`src/rtl/rx_pkt_scheduler_if.sv`:
```
// Handshake bundle between the RX source FIFOs, the scheduler and packet_builder.
// The master side drives FIFO status and builder completion; the slave side is the scheduler.
interface rx_pkt_scheduler_if #(
    parameter int NUM_CHAN = 1
);
    logic                         enable;
    logic                         have_space;
    logic [10*(NUM_CHAN+1)-1:0]   chan_usedw;
    logic [NUM_CHAN:0]            chan_empty;
    logic                         pkt_done;
    logic                         clear_status;
    logic [3:0]                   rd_select;
    logic                         pkt_start;
    logic [8:0]                   pkt_len;
    logic [4:0]                   pkt_chan;
    logic                         busy;
    logic                         timeout_err;
    logic [7:0]                   debug;

    modport master (
        output enable, have_space, chan_usedw, chan_empty, pkt_done, clear_status,
        input  rd_select, pkt_start, pkt_len, pkt_chan, busy, timeout_err, debug
    );

    modport slave (
        input  enable, have_space, chan_usedw, chan_empty, pkt_done, clear_status,
        output rd_select, pkt_start, pkt_len, pkt_chan, busy, timeout_err, debug
    );
endinterface

```
`src/rtl/rx_pkt_scheduler.sv`:
```
// Picks the next RX source (data channels round-robin, command with bounded burst priority)
// for packet_builder, issues one start per packet and watches for a stalled builder.
module rx_pkt_scheduler #(
    parameter int NUM_CHAN      = 1,
    parameter int PAYLOAD_WORDS = 252,
    parameter int CMD_BURST_MAX = 4,
    parameter int TIMEOUT       = 1023
) (
    input logic                rxclk,
    input logic                reset,
    rx_pkt_scheduler_if.slave  bus
);
    typedef enum logic [2:0] {
        IDLE  = 3'd0,
        ARB   = 3'd1,
        START = 3'd2,
        WAIT  = 3'd3,
        HOLD  = 3'd4
    } state_t;

    state_t     r_state, w_state_nxt;
    logic [1:0] r_rr_ptr;
    logic [2:0] r_cmd_burst;
    logic [9:0] r_wd;
    logic       r_hold;
    logic [3:0] r_rd_select;
    logic [8:0] r_pkt_len;
    logic [4:0] r_pkt_chan;
    logic       r_timeout_err;

    logic [3:0] w_data_elig;
    logic       w_any_data;
    logic       w_cmd_elig;
    logic [9:0] w_cmd_usedw;
    logic [8:0] w_cmd_len;
    logic       w_go;
    logic       w_grant;
    logic       w_grant_cmd;
    logic       w_rr_found;
    logic [1:0] w_rr_idx;
    logic [1:0] w_rr_nxt;
    logic [2:0] w_probe;
    logic       w_wd_expire;
    logic       w_unused_empty;

    // Data-channel empty flags are redundant: usedw alone decides data eligibility.
    assign w_unused_empty = |bus.chan_empty[NUM_CHAN-1:0];

    for (genvar k = 0; k < 4; k++) begin : g_elig
        if (k < NUM_CHAN) begin : g_used
            assign w_data_elig[k] = bus.chan_usedw[10*k +: 10] >= 10'(PAYLOAD_WORDS);
        end else begin : g_unused
            assign w_data_elig[k] = 1'b0;
        end
    end

    assign w_any_data  = |w_data_elig;
    assign w_cmd_usedw = bus.chan_usedw[10*NUM_CHAN +: 10];
    assign w_cmd_elig  = ~bus.chan_empty[NUM_CHAN];
    assign w_go        = bus.enable & bus.have_space;
    assign w_grant_cmd = w_cmd_elig & ((int'(r_cmd_burst) < CMD_BURST_MAX) | ~w_any_data);
    assign w_rr_nxt    = (int'(w_rr_idx) >= NUM_CHAN - 1) ? 2'd0 : w_rr_idx + 2'd1;
    assign w_wd_expire = (r_state == WAIT) && (r_wd == 10'(TIMEOUT - 1)) && !bus.pkt_done;

    always_comb begin
        if (w_cmd_usedw >= 10'(PAYLOAD_WORDS)) begin
            w_cmd_len = 9'(PAYLOAD_WORDS);
        end else if (w_cmd_usedw == 10'd0) begin
            w_cmd_len = 9'd1;
        end else begin
            w_cmd_len = w_cmd_usedw[8:0];
        end
    end

    // Search starts at rr_ptr and wraps, so the last-served channel is tried last.
    always_comb begin
        w_rr_found = 1'b0;
        w_rr_idx   = 2'd0;
        w_probe    = 3'd0;
        for (int i = 0; i < NUM_CHAN; i++) begin
            w_probe = {1'b0, r_rr_ptr} + 3'(i);
            if (w_probe >= 3'(NUM_CHAN)) begin
                w_probe = w_probe - 3'(NUM_CHAN);
            end
            if (!w_rr_found && w_data_elig[w_probe[1:0]]) begin
                w_rr_found = 1'b1;
                w_rr_idx   = w_probe[1:0];
            end
        end
    end

    // NOTE: every signal driven here gets a default first, otherwise a latch is inferred.
    always_comb begin
        w_state_nxt = r_state;
        w_grant     = 1'b0;
        case (r_state)
            IDLE:  if (w_go) w_state_nxt = ARB;
            ARB: begin
                if (!w_go) begin
                    w_state_nxt = IDLE;
                end else if (w_grant_cmd || w_rr_found) begin
                    w_grant     = 1'b1;
                    w_state_nxt = START;
                end
            end
            START: w_state_nxt = WAIT;
            WAIT:  if (bus.pkt_done || w_wd_expire) w_state_nxt = HOLD;
            HOLD:  if (r_hold) w_state_nxt = IDLE;
            default: w_state_nxt = IDLE;
        endcase
    end

    // NOTE: state registers use non-blocking assignments so every flop samples pre-edge values.
    always_ff @(posedge rxclk) begin
        if (reset) begin
            r_state       <= IDLE;
            r_rr_ptr      <= 2'd0;
            r_cmd_burst   <= 3'd0;
            r_wd          <= 10'd0;
            r_hold        <= 1'b0;
            r_rd_select   <= 4'd0;
            r_pkt_len     <= 9'd0;
            r_pkt_chan    <= 5'd0;
            r_timeout_err <= 1'b0;
        end else begin
            r_state <= w_state_nxt;
            if (w_grant && w_grant_cmd) begin
                r_rd_select <= 4'(NUM_CHAN);
                r_pkt_len   <= w_cmd_len;
                r_pkt_chan  <= 5'h1F;
                r_cmd_burst <= (r_cmd_burst == 3'd7) ? 3'd7 : r_cmd_burst + 3'd1;
            end else if (w_grant) begin
                r_rd_select <= {2'b00, w_rr_idx};
                r_pkt_len   <= 9'(PAYLOAD_WORDS);
                r_pkt_chan  <= {3'b000, w_rr_idx};
                r_rr_ptr    <= w_rr_nxt;
                r_cmd_burst <= 3'd0;
            end
            if (r_state == START) begin
                r_wd <= 10'd0;
            end else if (r_state == WAIT) begin
                r_wd <= r_wd + 10'd1;
            end
            r_hold <= (r_state == HOLD) && !r_hold;
            if (w_wd_expire) begin
                r_timeout_err <= 1'b1;
            end else if (bus.clear_status) begin
                r_timeout_err <= 1'b0;
            end
        end
    end

    assign bus.rd_select   = r_rd_select;
    assign bus.pkt_len     = r_pkt_len;
    assign bus.pkt_chan    = r_pkt_chan;
    assign bus.pkt_start   = (r_state == START);
    assign bus.busy        = (r_state == START) || (r_state == WAIT);
    assign bus.timeout_err = r_timeout_err;
    assign bus.debug       = {r_state, r_rr_ptr, r_cmd_burst};
endmodule

```
`src/flat_wrapper.sv`:
```
// flat-port wrapper written by rule: the top's interface ports become plain ports
module rx_pkt_scheduler_flat 
#(
    parameter int NUM_CHAN      = 1,
    parameter int PAYLOAD_WORDS = 252,
    parameter int CMD_BURST_MAX = 4,
    parameter int TIMEOUT       = 1023
)
  (rxclk, reset, bus_enable, bus_have_space, bus_chan_usedw, bus_chan_empty, bus_pkt_done, bus_clear_status, bus_rd_select, bus_pkt_start, bus_pkt_len, bus_pkt_chan, bus_busy, bus_timeout_err, bus_debug);
  rx_pkt_scheduler_if #(.NUM_CHAN(NUM_CHAN)) bus_i ();
  input logic rxclk;
  input logic reset;
  input wire logic [$bits(bus_i.enable)-1:0] bus_enable;
  input wire logic [$bits(bus_i.have_space)-1:0] bus_have_space;
  input wire logic [$bits(bus_i.chan_usedw)-1:0] bus_chan_usedw;
  input wire logic [$bits(bus_i.chan_empty)-1:0] bus_chan_empty;
  input wire logic [$bits(bus_i.pkt_done)-1:0] bus_pkt_done;
  input wire logic [$bits(bus_i.clear_status)-1:0] bus_clear_status;
  output wire logic [$bits(bus_i.rd_select)-1:0] bus_rd_select;
  output wire logic [$bits(bus_i.pkt_start)-1:0] bus_pkt_start;
  output wire logic [$bits(bus_i.pkt_len)-1:0] bus_pkt_len;
  output wire logic [$bits(bus_i.pkt_chan)-1:0] bus_pkt_chan;
  output wire logic [$bits(bus_i.busy)-1:0] bus_busy;
  output wire logic [$bits(bus_i.timeout_err)-1:0] bus_timeout_err;
  output wire logic [$bits(bus_i.debug)-1:0] bus_debug;
  assign bus_i.enable = bus_enable;
  assign bus_i.have_space = bus_have_space;
  assign bus_i.chan_usedw = bus_chan_usedw;
  assign bus_i.chan_empty = bus_chan_empty;
  assign bus_i.pkt_done = bus_pkt_done;
  assign bus_i.clear_status = bus_clear_status;
  assign bus_rd_select = bus_i.rd_select;
  assign bus_pkt_start = bus_i.pkt_start;
  assign bus_pkt_len = bus_i.pkt_len;
  assign bus_pkt_chan = bus_i.pkt_chan;
  assign bus_busy = bus_i.busy;
  assign bus_timeout_err = bus_i.timeout_err;
  assign bus_debug = bus_i.debug;
  rx_pkt_scheduler #(.NUM_CHAN(NUM_CHAN), .PAYLOAD_WORDS(PAYLOAD_WORDS), .CMD_BURST_MAX(CMD_BURST_MAX), .TIMEOUT(TIMEOUT)) u_core (.rxclk(rxclk), .reset(reset), .bus(bus_i));
endmodule
```
`config.mk`:
```
export PLATFORM = sky130hd
export DESIGN_NAME = rx_pkt_scheduler_flat
export DESIGN_NICKNAME = d
export VERILOG_FILES = /design/src/rtl/rx_pkt_scheduler_if.sv /design/src/rtl/rx_pkt_scheduler.sv /design/src/flat_wrapper.sv
export SDC_FILE = /design/constraint.sdc
export NUM_CORES = 1
export LEC_CHECK = 0
export BUFFER_PORTS_ARGS = -buffer_cell sky130_fd_sc_hd__buf_2
export CORE_MARGIN = 2
export CORE_UTILIZATION = 35
export DETAILED_ROUTE_END_ITERATION = 7
export GPL_ROUTABILITY_DRIVEN = 0
export SYNTH_ARGS = -nofsm -noshare
export SYNTH_HDL_FRONTEND = slang
export SYNTH_SLANG_ARGS = --single-unit
```
`constraint.sdc`:
```
create_clock -name rxclk -period 1.7 [get_ports rxclk]
set_input_delay 0.34 -clock rxclk [delete_from_list [all_inputs] [get_ports rxclk]]
set_output_delay 0.34 -clock rxclk [all_outputs]
set_load 0.01 [all_outputs]
```
# After elaboration in Yosys (flattened, before gate mapping)
# Index checks and enable logic that the tools add are counted.
# word_totals
register_bits	33
inputBits	28
output_inout_bits	29
# classes
add_sub_neg	2
order_cmp	3
n_eq_ne	10
mux	23
bitwise	5
n_reduce_logical	15
# op_table
cell	n
$mux 9	4
$mux 3	8
$ge 10x8->1 const B	2
$pmux 3 s5	1
$add 10x1->10 const B	1
$eq 10x10->1 const B	1
$logic_not 10->1	1
$mux 5	2
$mux 1	8
$eq 3x2->1 const B	2
$eq 3x3->1 const B	2
$logic_and 1x1->1	4
$ne 2x1->1 const B	2
$reduce_and 4->1	1
$reduce_bool 2->1	2
$add 3x1->3 const B	1
$eq 3x1->1 const B	1
$logic_not 3->1	1
$logic_or 1x1->1	3
$lt 3x3->1 const B	1
$ne 3x3->1 const B	1
$and 1x1->1	2
$logic_not 1->1	2
$ne 2x2->1 const B	1
other kinds (3)	4

# Logic depth before layout (Yosys ltp)
# Gate-level depths: netlist of the first run.
# depth
word_depth	10
ltp_mapped	6

# Worst setup path before layout of the first run
# OpenSTA, ideal clock, no wires.
# synth_path
path_type	input port to flip-flop
startpoint	input bus_chan_usedw[7]
endpoint	register u_core.r_pkt_len[2] (netlist: u_core.bus.pkt_len[2])
setup_time_ps	119
t_arrival_ps	1351
required_ps	1581
path_slack_ps	230
path_stages	4
path_buffers	0
path_cell_list	and4_4 a41oi_1 nand3_4 o221a_1
# synth_between
elab_chain_cells	10
word_cells_on_any_way	12
classes_between	order compare: 1; mux: 5; bitwise: 3; reduce/logical: 3
# synth_lines
element	line_no	rtl
start: declaration	flat_wrapper.sv:15	input wire logic [$bits(bus_i.chan_usedw)-1:0] bus_chan_usedw;
$ge 10x8->1 *	rx_pkt_scheduler.sv:51	assign w_data_elig[k] = bus.chan_usedw[10*k +: 10] >= 10'(PAYLOAD_WORDS);
$not 1->1	rx_pkt_scheduler.sv:61	assign w_grant_cmd = w_cmd_elig & ((int'(r_cmd_burst) < CMD_BURST_MAX) | ~w_any_data);
$or 1x1->1	rx_pkt_scheduler.sv:61	
$and 1x1->1	rx_pkt_scheduler.sv:61	
$logic_or 1x1->1	rx_pkt_scheduler.sv:101	end else if (w_grant_cmd || w_rr_found) begin
$mux 1	rx_pkt_scheduler.sv:101	
$mux 1	rx_pkt_scheduler.sv:99	if (!w_go) begin
$mux 1	rx_pkt_scheduler.sv:96	case (r_state)
$logic_and 1x1->1	rx_pkt_scheduler.sv:127	if (w_grant && w_grant_cmd) begin
$mux 9 or $reduce_bool 2->1 (tied branches)	--	
end signal: assignment	rx_pkt_scheduler.sv:129	r_pkt_len <= w_cmd_len;
end signal: assignment	rx_pkt_scheduler.sv:134	r_pkt_len <= 9'(PAYLOAD_WORDS);
end: declaration	rx_pkt_scheduler.sv:27	logic [8:0] r_pkt_len;
# Every way passes the cells marked *; elsewhere a longest branch is shown, timed or not.
# A chain may end at the register's enable or synchronous reset.

# Worst setup path after layout of the first run
# layout_path
startpoint	register u_core.r_state[2]
endpoint	output bus_pkt_start
# layout_between
elab_chain_cells	1
# layout_lines
element	line_no	rtl
start: declaration	rx_pkt_scheduler.sv:21	state_t r_state, w_state_nxt;
start signal: assignment	rx_pkt_scheduler.sv:126	r_state <= w_state_nxt;
$eq 3x2->1	rx_pkt_scheduler.sv:156	assign bus.pkt_start = (r_state == START);
end: declaration	flat_wrapper.sv:20	output wire logic [$bits(bus_i.pkt_start)-1:0] bus_pkt_start;
# No other way between the ends.

==> impl_results.md, run 1 <==
* Run status: complete, no violations
* Synth area leaders: dfxtp_1 (39%), buf_4 (5.2%), o221a_1 (4.7%)
* Root buffer cell: clkbuf_8
* Final worst path period need at 1580 ps
* Die X at 68.01 um
* Largest family of logic cells by synthesized area: simple AND/OR/NAND/NOR gates
* Max-cap violations at 0
* Count of final setup violators at 0
* Crit path DAT at 1240 ps
* Data required, critical path at 1360 ps
* Core box area at 0.003971 mm2
* Share of the synthesized area in the top cell type at 0.3909
* CTS tree: done
* Share of layout cells above drive strength 1 at 0.3480
* Crit path launch type: flip-flop
* Primary FF master, synth: dfxtp_1
* Layout Utilization at 0.4427
* Antenna Nets Post-Route at 0
* Internal power at 889.8 uW
* Final Cell Area at 0.001758 mm2
* Combinational power share at 0.126
* Fmax at 0.6327 GHz
* Skew-Pair Late Insertion Delay at 270 ps
* I/O pin count at 57
* CP max-delay cell: dfxtp_1
* Reg clk slew, reported paths at 90 ps
* EDFF count, synth at 0
* Residual overflow from global routing at 0
* Largest net degree at the start of global routing at 15
* Routed wire per std cell at 11.89 um
* Detailed placement HPWL at 2339 um
* Sink Count at 28
* Fin. Hold Viols at 0
* Synth Register Bits at 28
* Warnings, synthesis at 0
* Worst min-delay path category: input pin to flip-flop
* Psw at 285.6 uW
* Fraction of registers with async set or reset after synthesis at 0
* Lkg Pwr at 0.0007267 uW
* Number of iterations in the first detailed-routing pass at 4
* Switching share of power at 0.2430
* Share of power burned in registers at 0.576
* Clock power frac at 0.298
* Cell Rows at 23
* First-pass GRT wire length at 4919 um
* Worst path cell trace: buf_4, nand2b_2, nor2_1, buf_2
* Via count at 1243
* Dominant cell type by area after synthesis: dfxtp_1
* Syn Area/Cell at 9.251 um2
* Vias per cell at 4.894
* Sequential share of the synthesized area at 0.3909
* Diode count at 0
* Layout Skew at 4.277 ps
* Filler Cells Inserted at 408
* Adder-cell share of the synthesized area at 0.02618
* Element type at the critical path end: output port
* Setup CP Type: flip-flop to output port
* Compound-gate portion of the synthesized area at 0.1990
* Worst Path Buf+Inv at 2
* Port Buf Inserts at 48
* Die height at 68.01 um
* H-tree depth at 1
* Worst path max stage delay at 350 ps
* Total GRT Usage at 0.1396
* Mapped Area at 0.001434 mm2
* Vias in the first global route at 1096
* DIE AREA at 0.004625 mm2
* Final #Nets at 237
* Crit path max-delay family: flip-flops
* Number of remaining DRC errors at 0
* Drt total wl at 3021 um
* Antenna violations before repair at 0
* Peak VDD IR at 460.3 uV
* PD cells at 668.6 mW/mm2
* Synth Area in XOR/XNOR at 0.04276
* Simple-gate share of the synthesized area at 0.2565
* RSZ-0062 raised after global routing: false
* CTS buffer count at 3
* Final Cycle Share at 0.9297
* Synth Instances at 155
* DP Area at 0.001713 mm2
* Sum Neg Setup Slack at 0 ps
* Area grow syn2layout at 22.60%
* Post-synthesis mux area share at 0
* Max Fanout on Critical Path at 6
* Starting DRC count in detailed routing at 53
* Reg2reg setup slack at 240 ps
* Clock Path Buffers at 2
* Count of pins over their slew limit at 0
* Number of setup buffers added after CTS at 0
* Cell variety after synth at 44
* Initial Utilization at 0.3611
## synth_stat cells, types with 2 or more instances
library cell  count
ha_1              3
dfxtp_1          28
nor3_1            5
a31oi_1           2
a211oi_2          2
inv_1             8
nor2_1           14
o221a_1           6
nand2_1          12
nor4_1            4
a21oi_1           9
o21a_1            2
xnor2_1           4
buf_4            10
xor2_1            3
nand2b_1          3
o21ai_0           6
nand3_1           4
nand4_1           5
## power by group through the flow
stage	Combinational (uW)	Clock, uW	Sequential (uW)
after floorplan	85.4	0	695
after global placement	148	0	692
after detailed placement	149	0	692
after CTS	149	374	677
after global routing	165	398	680
final	148	350	677
## logic make-up after synthesis
| logic type | Yosys count |
|---|---|
| simple gates | 60 |
| flops | 28 |
| other cells | 1 |
| xor+xnor | 7 |
| buf+inv | 21 |
| fa+ha+maj | 3 |
| compound gates | 35 |
## through the flow
stage	worst slack (ps)	hold slack, ps	total power, uW	std cells
after floorplan	230.2	413.0	780.5	159
after global placement	76.67	463.5	840.3	251
after detailed placement	68.52	467.5	840.7	251
after CTS	56.18	338.9	1200	254
after global routing	35.70	341.9	1243	254
final	119.5	351.4	1175	254
## final cells by class
class | instances | area [um2] | share of cell area
Timing Repair Buffer | 54 | 285.3 | 0.1623
Clock buffer | 3 | 41.29 | 0.02349
Multi-Input combinational cell | 110 | 773.2 | 0.4399
Tap cell | 50 | 62.56 | 0.03559
Sequential cell | 28 | 561.8 | 0.3196
Inverter | 9 | 33.78 | 0.01922
## layer usage
layer	wire length, um	vias to the layer above	global-route usage
li1	-	648	-
met1	1462	560	0.1834
met2	1356	31	0.2184
met3	166	4	0.04112
met4	36	0	0.04500
met5	0	-	0
## what timing repair did
item | CTS | global route
endpoints found under the setup margin | 1 | 2
resized for setup | 1 | 1
hold buffers | 0 | 0
## registers in the layout, indices dropped and copies added, names as in the netlist
name / count
u_core.bus.pkt_chan: 1
u_core.bus.pkt_len: 9
u_core.bus.timeout_err: 1
u_core.r_cmd_burst: 3
u_core.r_hold: 1
u_core.r_state: 3
u_core.r_wd: 10
## cell usage in the layout, fill, tap and decap left out, drive strengths merged, types with 4 or more instances in the layout
master,instances
nand2,13
o21ai,7
dfxtp,28
o221a,6
nand2b,4
nor3,5
buf,54
nand4,5
inv,8
nor2,15
conb,5
nor4,5
xnor2,4
nand3,5
a21oi,9
## worst register-to-register path: stages, from the launching register on
cell	delay (ps)
dfxtp_1	350
buf_4	160
nand3b_1	220
o32a_1	400
a221oi_1	230
## worst paths after layout
check | startpoint | to | depth (start not counted)
max | u_core.r_state[2]$_SDFFE_PP0P_ | bus_pkt_start | 4
min | bus_chan_usedw[11] | u_core.bus.pkt_len[1]$_SDFFE_PP0P_ | 3
max reg2reg | u_core.r_state[2]$_SDFFE_PP0P_ | u_core.r_state[1]$_SDFFE_PP0P_ | 4
min reg2reg | u_core.bus.pkt_len[1]$_SDFFE_PP0P_ | u_core.bus.pkt_len[1]$_SDFFE_PP0P_ | 2
No activity file was read; power rests on OpenSTA's default activity.
==> run 2: changes to the inputs <==
RECOVER_POWER = 50   (was default)
==> run 2 against run 1 <==
  * Hold slack got worse by 3.7 ps
  * Critical path depth unchanged
  * Worst setup slack improved by 0.61 ps
  * Sequential share of layout area increased by 0.51 points
  * Global-route usage unchanged
  * Die area unchanged
  * Clock power about the same
  * Design area decreased by 1.6%
  * Fmax about the same
  * Non-clock buffer count unchanged
  * Largest power group unchanged
==> impl_results.md, run 2 (synthesis results as in run 1) <==
* Run status: complete, no violations (unchanged)
* Final Worst Setup Slack at 120.1 ps (was 119.5 ps)
* Diode count at 0 (unchanged)
* Routed wire per std cell at 11.72 um (was 11.89 um)
* Port Buf Inserts at 48 (unchanged)
* Worst min-delay path category: input pin to flip-flop (unchanged)
* Clock Path Buffers at 2 (unchanged)
* I/O pin count at 57 (unchanged)
* Via count at 1248 (was 1243)
* Reg2reg start: u_core.r_state[2]$_SDFFE_PP0P_ (unchanged)
* Drt total wl at 2976 um (was 3021 um)
* Overall power at 1174 uW (was 1175 uW)
* Detailed placement HPWL at 2339 um (unchanged)
* Cell Rows at 23 (unchanged)
* Reg2reg setup slack at 240 ps (about the same)
* Top reg by flops: u_core.r_wd (unchanged)
* Antenna violations before repair at 0 (unchanged)
* Crit path max-delay family: flip-flops (unchanged)
* Initial Utilization at 0.3611 (unchanged)
* R2R depth at 4 (unchanged)
* Non-Filler Instances at 254 (unchanged)
* Share of layout cells above drive strength 1 at 0.2500 (was 0.3480)
* FF-to-FF End: u_core.r_state[1]$_SDFFE_PP0P_ (unchanged)
* Worst Path Buf+Inv at 2 (unchanged)
* Data required, critical path at 1360 ps (about the same)
* Residual overflow from global routing at 0 (unchanged)
* RSZ-0062 raised after global routing: false (unchanged)
* CTS tree: done (unchanged)
* Commonest cells after routing, fill and taps aside: buf_2 (29), dfxtp_1 (27), clkbuf_1 (20) (was buf_2 (48), dfxtp_1 (27), nor2_1 (14))
* Register area at 561.8 um2 (unchanged)
* Multi-input logic area at 773.2 um2 (unchanged)
* Max-cap violations at 0 (unchanged)
* CP max-delay cell: dfxtp_1 (unchanged)
* Final Cycle Share at 0.9293 (was 0.9297)
* Layout Skew at 6.626 ps (was 4.277 ps)
* Number of setup buffers added after CTS at 0 (unchanged)
* Skew-Pair Late Insertion Delay at 270 ps (about the same)
* H-tree depth at 1 (unchanged)
* Starting DRC count in detailed routing at 34 (was 53)
* Antenna Nets Post-Route at 0 (unchanged)
* PD cells at 678.4 mW/mm2 (was 668.6 mW/mm2)
* Sink Count at 28 (unchanged)
* # placed instances at 251 (unchanged)
* Root buffer cell: clkbuf_8 (unchanged)
* Largest net degree at the start of global routing at 15 (unchanged)
* Crit path DAT at 1240 ps (about the same)
* CTS buffer count at 3 (unchanged)
* Number of iterations in the first detailed-routing pass at 4 (unchanged)
* Die height at 68.01 um (unchanged)
* Setup CP Type: flip-flop to output port (unchanged)
* Final #Nets at 237 (unchanged)
* Critical Path End: bus_pkt_start (unchanged)
* First-pass GRT wire length at 4919 um (unchanged)
* Fmax at 0.6330 GHz (was 0.6327 GHz)
* Lkg Pwr at 0.0006403 uW (was 0.0007267 uW)
* Count of final setup violators at 0 (unchanged)
* Peak VDD IR at 459.4 uV (was 460.3 uV)
* Worst path cell trace: buf_4, nand2b_2, nor2_1, buf_2 (unchanged)
* Sum Neg Setup Slack at 0 ps (unchanged)
* Critical Path Start: u_core.r_state[2]$_SDFFE_PP0P_ (unchanged)
* Total GRT Usage at 0.1396 (unchanged)
* Number of remaining DRC errors at 0 (unchanged)
* Critical path depth at 4 (unchanged)
* Vias per cell at 4.913 (was 4.894)
* Filler Cells Inserted at 425 (was 408)
* Max reg flops at 10 (unchanged)
* Most common cell after layout, fill and taps aside: buf_2 (unchanged)
* Vias in the first global route at 1096 (unchanged)
* Count of pins over their slew limit at 0 (unchanged)
* Final worst path period need at 1580 ps (about the same)
* Fin. Hold Viols at 0 (unchanged)
* Reg clk slew, reported paths at 90 ps (about the same)
* Area grow syn2layout at 20.68% (was 22.60%)
* Core box area at 0.003971 mm2 (unchanged)
* Worst path max stage delay at 350 ps (about the same)
* Placement Setup Slack at 68.52 ps (unchanged)
* Max Fanout on Critical Path at 6 (unchanged)
* Die X at 68.01 um (unchanged)
* CTS hold repair buffers at 0 (unchanged)
* DIE AREA at 0.004625 mm2 (unchanged)
* Crit path launch type: flip-flop (unchanged)
* Element type at the critical path end: output port (unchanged)
-- run 2: cell count changes in the layout (fill, tap and decap cells not counted) --
| cell | change |
|---|---|
| clkbuf_1 | +20 |
| buf_4 | -1 |
| o21ai_0 | +1 |
| buf_2 | -19 |
| o21ai_1 | -1 |
-- run 2: metal layers --
layer,track usage,vias up,routed length [um]
met5,0,-,0
met4,0.04500,0,35
met3,0.04112,4,171
met2,0.2184,33,1348
met1,0.1834,562,1421
li1,-,649,-
-- run 2: power breakdown --
group	switching [uW]	internal, uW	leakage, uW
logic	82.2	61.1	0.000392
clock network	194	159	0.0000216
registers	11.5	666	0.000227
-- run 2: area by class of cell --
type | instances | share of cell area
well taps | 50 | 0.03615
flip-flops and latches | 28 | 0.3247
clock buffers | 3 | 0.02386
multi-input cells | 110 | 0.4469
inverters | 9 | 0.01952
repair buffers | 54 | 0.1490
-- run 2: metrics by stage --
step / util / instance area, um2 / hold slack (ps)
after floorplan: - / 1449 / 413.0
after global placement: 0.4313 / 1713 / 463.5
after detailed placement: 0.4313 / 1713 / 467.5
after CTS: 0.4420 / 1755 / 338.9
after global routing: 0.4357 / 1730 / 341.9
final: 0.4357 / 1730 / 347.7
-- run 2: worst min path at each step --
stage | start | depth (start not counted) | end
detailed placement | u_core.bus.pkt_len[1]$_SDFFE_PP0P_ | 2 | u_core.bus.pkt_len[1]$_SDFFE_PP0P_
floorplan | reset | 1 | u_core.r_state[0]$_SDFFE_PP0P_
global route | bus_chan_usedw[11] | 3 | u_core.bus.pkt_len[1]$_SDFFE_PP0P_
finish | bus_chan_usedw[11] | 3 | u_core.bus.pkt_len[1]$_SDFFE_PP0P_
global placement | u_core.bus.pkt_len[1]$_SDFFE_PP0P_ | 2 | u_core.bus.pkt_len[1]$_SDFFE_PP0P_
CTS | bus_chan_usedw[11] | 3 | u_core.bus.pkt_len[1]$_SDFFE_PP0P_
-- run 2: tightest hold or removal path, delay by kind of cell --
family,cells,cell delay [ps]
simple gates,1,60
compound gates,1,60
buf+inv,1,110
-- run 2: timing repair --
| item | in CTS | in global routing |
|---|---|---|
| gates resized for setup | 1 | 1 |
| gates cloned | 0 | 0 |
| endpoints found under the setup margin | 1 | 2 |
==> run 3: changes to the inputs <==
--- a/config.mk
+++ b/config.mk
@@ -10,6 +10,7 @@
 export CORE_UTILIZATION = 35
 export DETAILED_ROUTE_END_ITERATION = 7
-export GPL_ROUTABILITY_DRIVEN = 0
+export GPL_ROUTABILITY_DRIVEN = 1
 export RECOVER_POWER = 50
+export SLEW_MARGIN = 10
 export SYNTH_ARGS = -nofsm -noshare
 export SYNTH_HDL_FRONTEND = slang
==> constraint.sdc (replaced) <==
create_clock -name rxclk -period 1.7 [get_ports rxclk]
set_input_delay 0.085 -clock rxclk [delete_from_list [all_inputs] [get_ports rxclk]]
set_output_delay 0.085 -clock rxclk [all_outputs]
set_load 0.01 [all_outputs]
==> run 3 against run 2 <==
  * Sequential power barely moved
  * Clock-buffer cell count rose by 1
  * Critical path type is now flip-flop to flip-flop
  * Cell count rose by 0.39%
  * Power rose by 4.5%
  * Largest power group unchanged
==> impl_results.md, run 3 (synthesis results as in run 1) <==
* Worst Path Buf+Inv at 0 (was 2)
* Clock power frac at 0.331 (was 0.301)
* Commonest cells after routing, fill and taps aside: dfxtp_1 (28), buf_2 (27), clkbuf_1 (23) (was buf_2 (29), dfxtp_1 (27), clkbuf_1 (20))
* CTS tree: done (unchanged)
* Non-Filler Instances at 255 (was 254)
* Largest net degree at the start of global routing at 16 (was 15)
* Number of setup buffers added after CTS at 0 (unchanged)
* CTS hold repair buffers at 0 (unchanged)
* DP Area at 0.001713 mm2 (unchanged)
* Met3 Use GR at 0.04276 (was 0.04112)
* Met2 GRT Util at 0.2148 (was 0.2184)
* Diode count at 0 (unchanged)
* Gr busiest metal: met2 (unchanged)
* Worst path cell trace: nand3b_1, o32a_1, a221oi_1 (was buf_4, nand2b_2, nor2_1, buf_2)
* Vias per cell at 4.910 (was 4.913)
* Max reg flops at 10 (unchanged)
* Detailed placement HPWL at 2341 um (was 2339 um)
* Reg2reg setup slack at 200 ps (was 240 ps)
* Number of iterations in the first detailed-routing pass at 4 (unchanged)
* CP max-delay cell: dfxtp_1 (unchanged)
* Filler Cells Inserted at 399 (was 425)
* Final #Nets at 237 (unchanged)
* PD cells at 707.4 mW/mm2 (was 678.4 mW/mm2)
* Crit path launch type: flip-flop (unchanged)
* Skew-Pair Late Insertion Delay at 270 ps (about the same)
* Lkg Pwr at 0.0006334 uW (was 0.0006403 uW)
* Sink Count at 28 (unchanged)
* CTS-repair resized insts at 0 (was 1)
* Routability cong. at 0.7257
* Sum Neg Setup Slack at 0 ps (unchanged)
* Antenna Nets Post-Route at 0 (unchanged)
* Layout Skew at 2.868 ps (was 6.626 ps)
* Count of final setup violators at 0 (unchanged)
* Drt total wl at 3007 um (was 2976 um)
* RSZ-0062 raised after global routing: false (unchanged)
* Switching share of power at 0.2394 (was 0.2453)
* Met1 usage at 0.1862 (was 0.1834)
* Number of remaining DRC errors at 0 (unchanged)
* Fmax at 0.6651 GHz (was 0.6330 GHz)
* Max-cap violations at 0 (unchanged)
* Initial Utilization at 0.3611 (unchanged)
* Crit path max-delay family: compound AO/OA/AOI/OAI gates (was flip-flops)
* Count of pins over their slew limit at 0 (unchanged)
* Routed wire per std cell at 11.79 um (was 11.72 um)
* # placed instances at 251 (unchanged)
* Reg clk slew, reported paths at 90 ps (about the same)
* Clock Path Buffers at 2 (unchanged)
* Top reg by flops: u_core.r_wd (unchanged)
* Cell Rows at 23 (unchanged)
* Most common cell after layout, fill and taps aside: dfxtp_1 (was buf_2)
* Via count at 1252 (was 1248)
* Total GRT Usage at 0.1367 (was 0.1396)
* Antenna violations before repair at 0 (unchanged)
* I/O pin count at 57 (unchanged)
* Setup CP Type: flip-flop to flip-flop (was flip-flop to output port)
* Core box area at 0.003971 mm2 (unchanged)
* H-tree depth at 1 (unchanged)
* Area grow syn2layout at 20.94% (was 20.68%)
* Internal power at 933.1 uW (was 886.0 uW)
* Crit path DAT at 1690 ps (was 1240 ps)
* Peak VDD IR at 387.4 uV (was 459.4 uV)
* Psw at 293.7 uW (was 288.0 uW)
* Starting DRC count in detailed routing at 51 (was 34)
* Die height at 68.01 um (unchanged)
* Combinational power share at 0.117 (was 0.122)
* Final Cell Area at 0.001734 mm2 (was 0.001730 mm2)
* Worst path max stage delay at 560 ps (was 350 ps)
* Vias in the first global route at 1073 (was 1096)
* Final worst path period need at 1503 ps (was 1580 ps)
* Element type at the critical path end: flip-flop (was output port)
* Final Cycle Share at 0.8844 (was 0.9293)
* First-pass GRT wire length at 4816 um (was 4919 um)
* Worst min-delay path category: input pin to flip-flop (unchanged)
* Residual overflow from global routing at 0 (unchanged)
* Data required, critical path at 1880 ps (was 1360 ps)
* CTS buffer count at 3 (unchanged)
* Max Fanout on Critical Path at 10 (was 6)
* Root buffer cell: clkbuf_8 (unchanged)
* Share of layout cells above drive strength 1 at 0.2293 (was 0.2500)
* DIE AREA at 0.004625 mm2 (unchanged)
* Die X at 68.01 um (unchanged)
* Port Buf Inserts at 48 (unchanged)
* Share of power burned in registers at 0.552 (was 0.577)
* Run status: complete, no violations (unchanged)
* Fin. Hold Viols at 0 (unchanged)
## run 3: cell types whose count changed in the layout (fill, tap and decap cells not counted), sizes merged
cell | before | now
buf | 34 | 31
clkbuf | 23 | 27
## run 3: stage by stage
step,setup WS (ps),util,hold slack (ps),power [uW]
2_1_floorplan,254.1,-,158.0,780.5
6_report,196.5,0.4367,86.17,1227
5_1_grt,68.71,0.4367,87.48,1294
4_1_cts,192.2,0.4452,77.76,1255
3_3_place_gp,230.0,0.4313,372.7,840.9
3_5_place_dp,225.0,0.4313,368.8,841.6
## run 3: area by class of cell
| type | count | area [um2] | share of cell area |
|---|---|---|---|
| multi-input cells | 110 | 770.7 | 0.4444 |
| flip-flops and latches | 28 | 560.5 | 0.3232 |
| repair buffers | 54 | 251.5 | 0.1450 |
| well taps | 50 | 62.56 | 0.03608 |
| clock buffers | 4 | 55.05 | 0.03175 |
| inverters | 9 | 33.78 | 0.01948 |
## run 3: power by group through the flow
stage	clock (uW)	sequential [uW]	combinational, uW
after floorplan	0	695	85.4
after global placement	0	692	149
after detailed placement	0	692	150
after CTS	428	677	150
after global routing	454	679	161
final	406	677	144
## run 3: worst paths after layout
| path | cells past startpoint | from | endpoint |
|---|---|---|---|
| worst min register to register | 1 | u_core.bus.pkt_len[8]$_SDFFE_PP0P_ | u_core.bus.pkt_len[8]$_SDFFE_PP0P_ |
| worst max-delay path | 3 | u_core.r_state[1]$_SDFFE_PP0P_ | u_core.r_state[1]$_SDFFE_PP0P_ |
| worst min-delay path | 3 | bus_chan_usedw[11] | u_core.bus.pkt_len[1]$_SDFFE_PP0P_ |
| worst max register to register | 3 | u_core.r_state[1]$_SDFFE_PP0P_ | u_core.r_state[1]$_SDFFE_PP0P_ |
## run 3: metal layers
metal,up-vias,wire (um)
li1,653,-
met1,559,1482
met2,38,1318
met3,2,186
met4,0,19
met5,-,0
## run 3: worst min-delay path, stage by stage
cell and delay (ps):
buf_2 110, nand4_1 60, a21oi_1 60
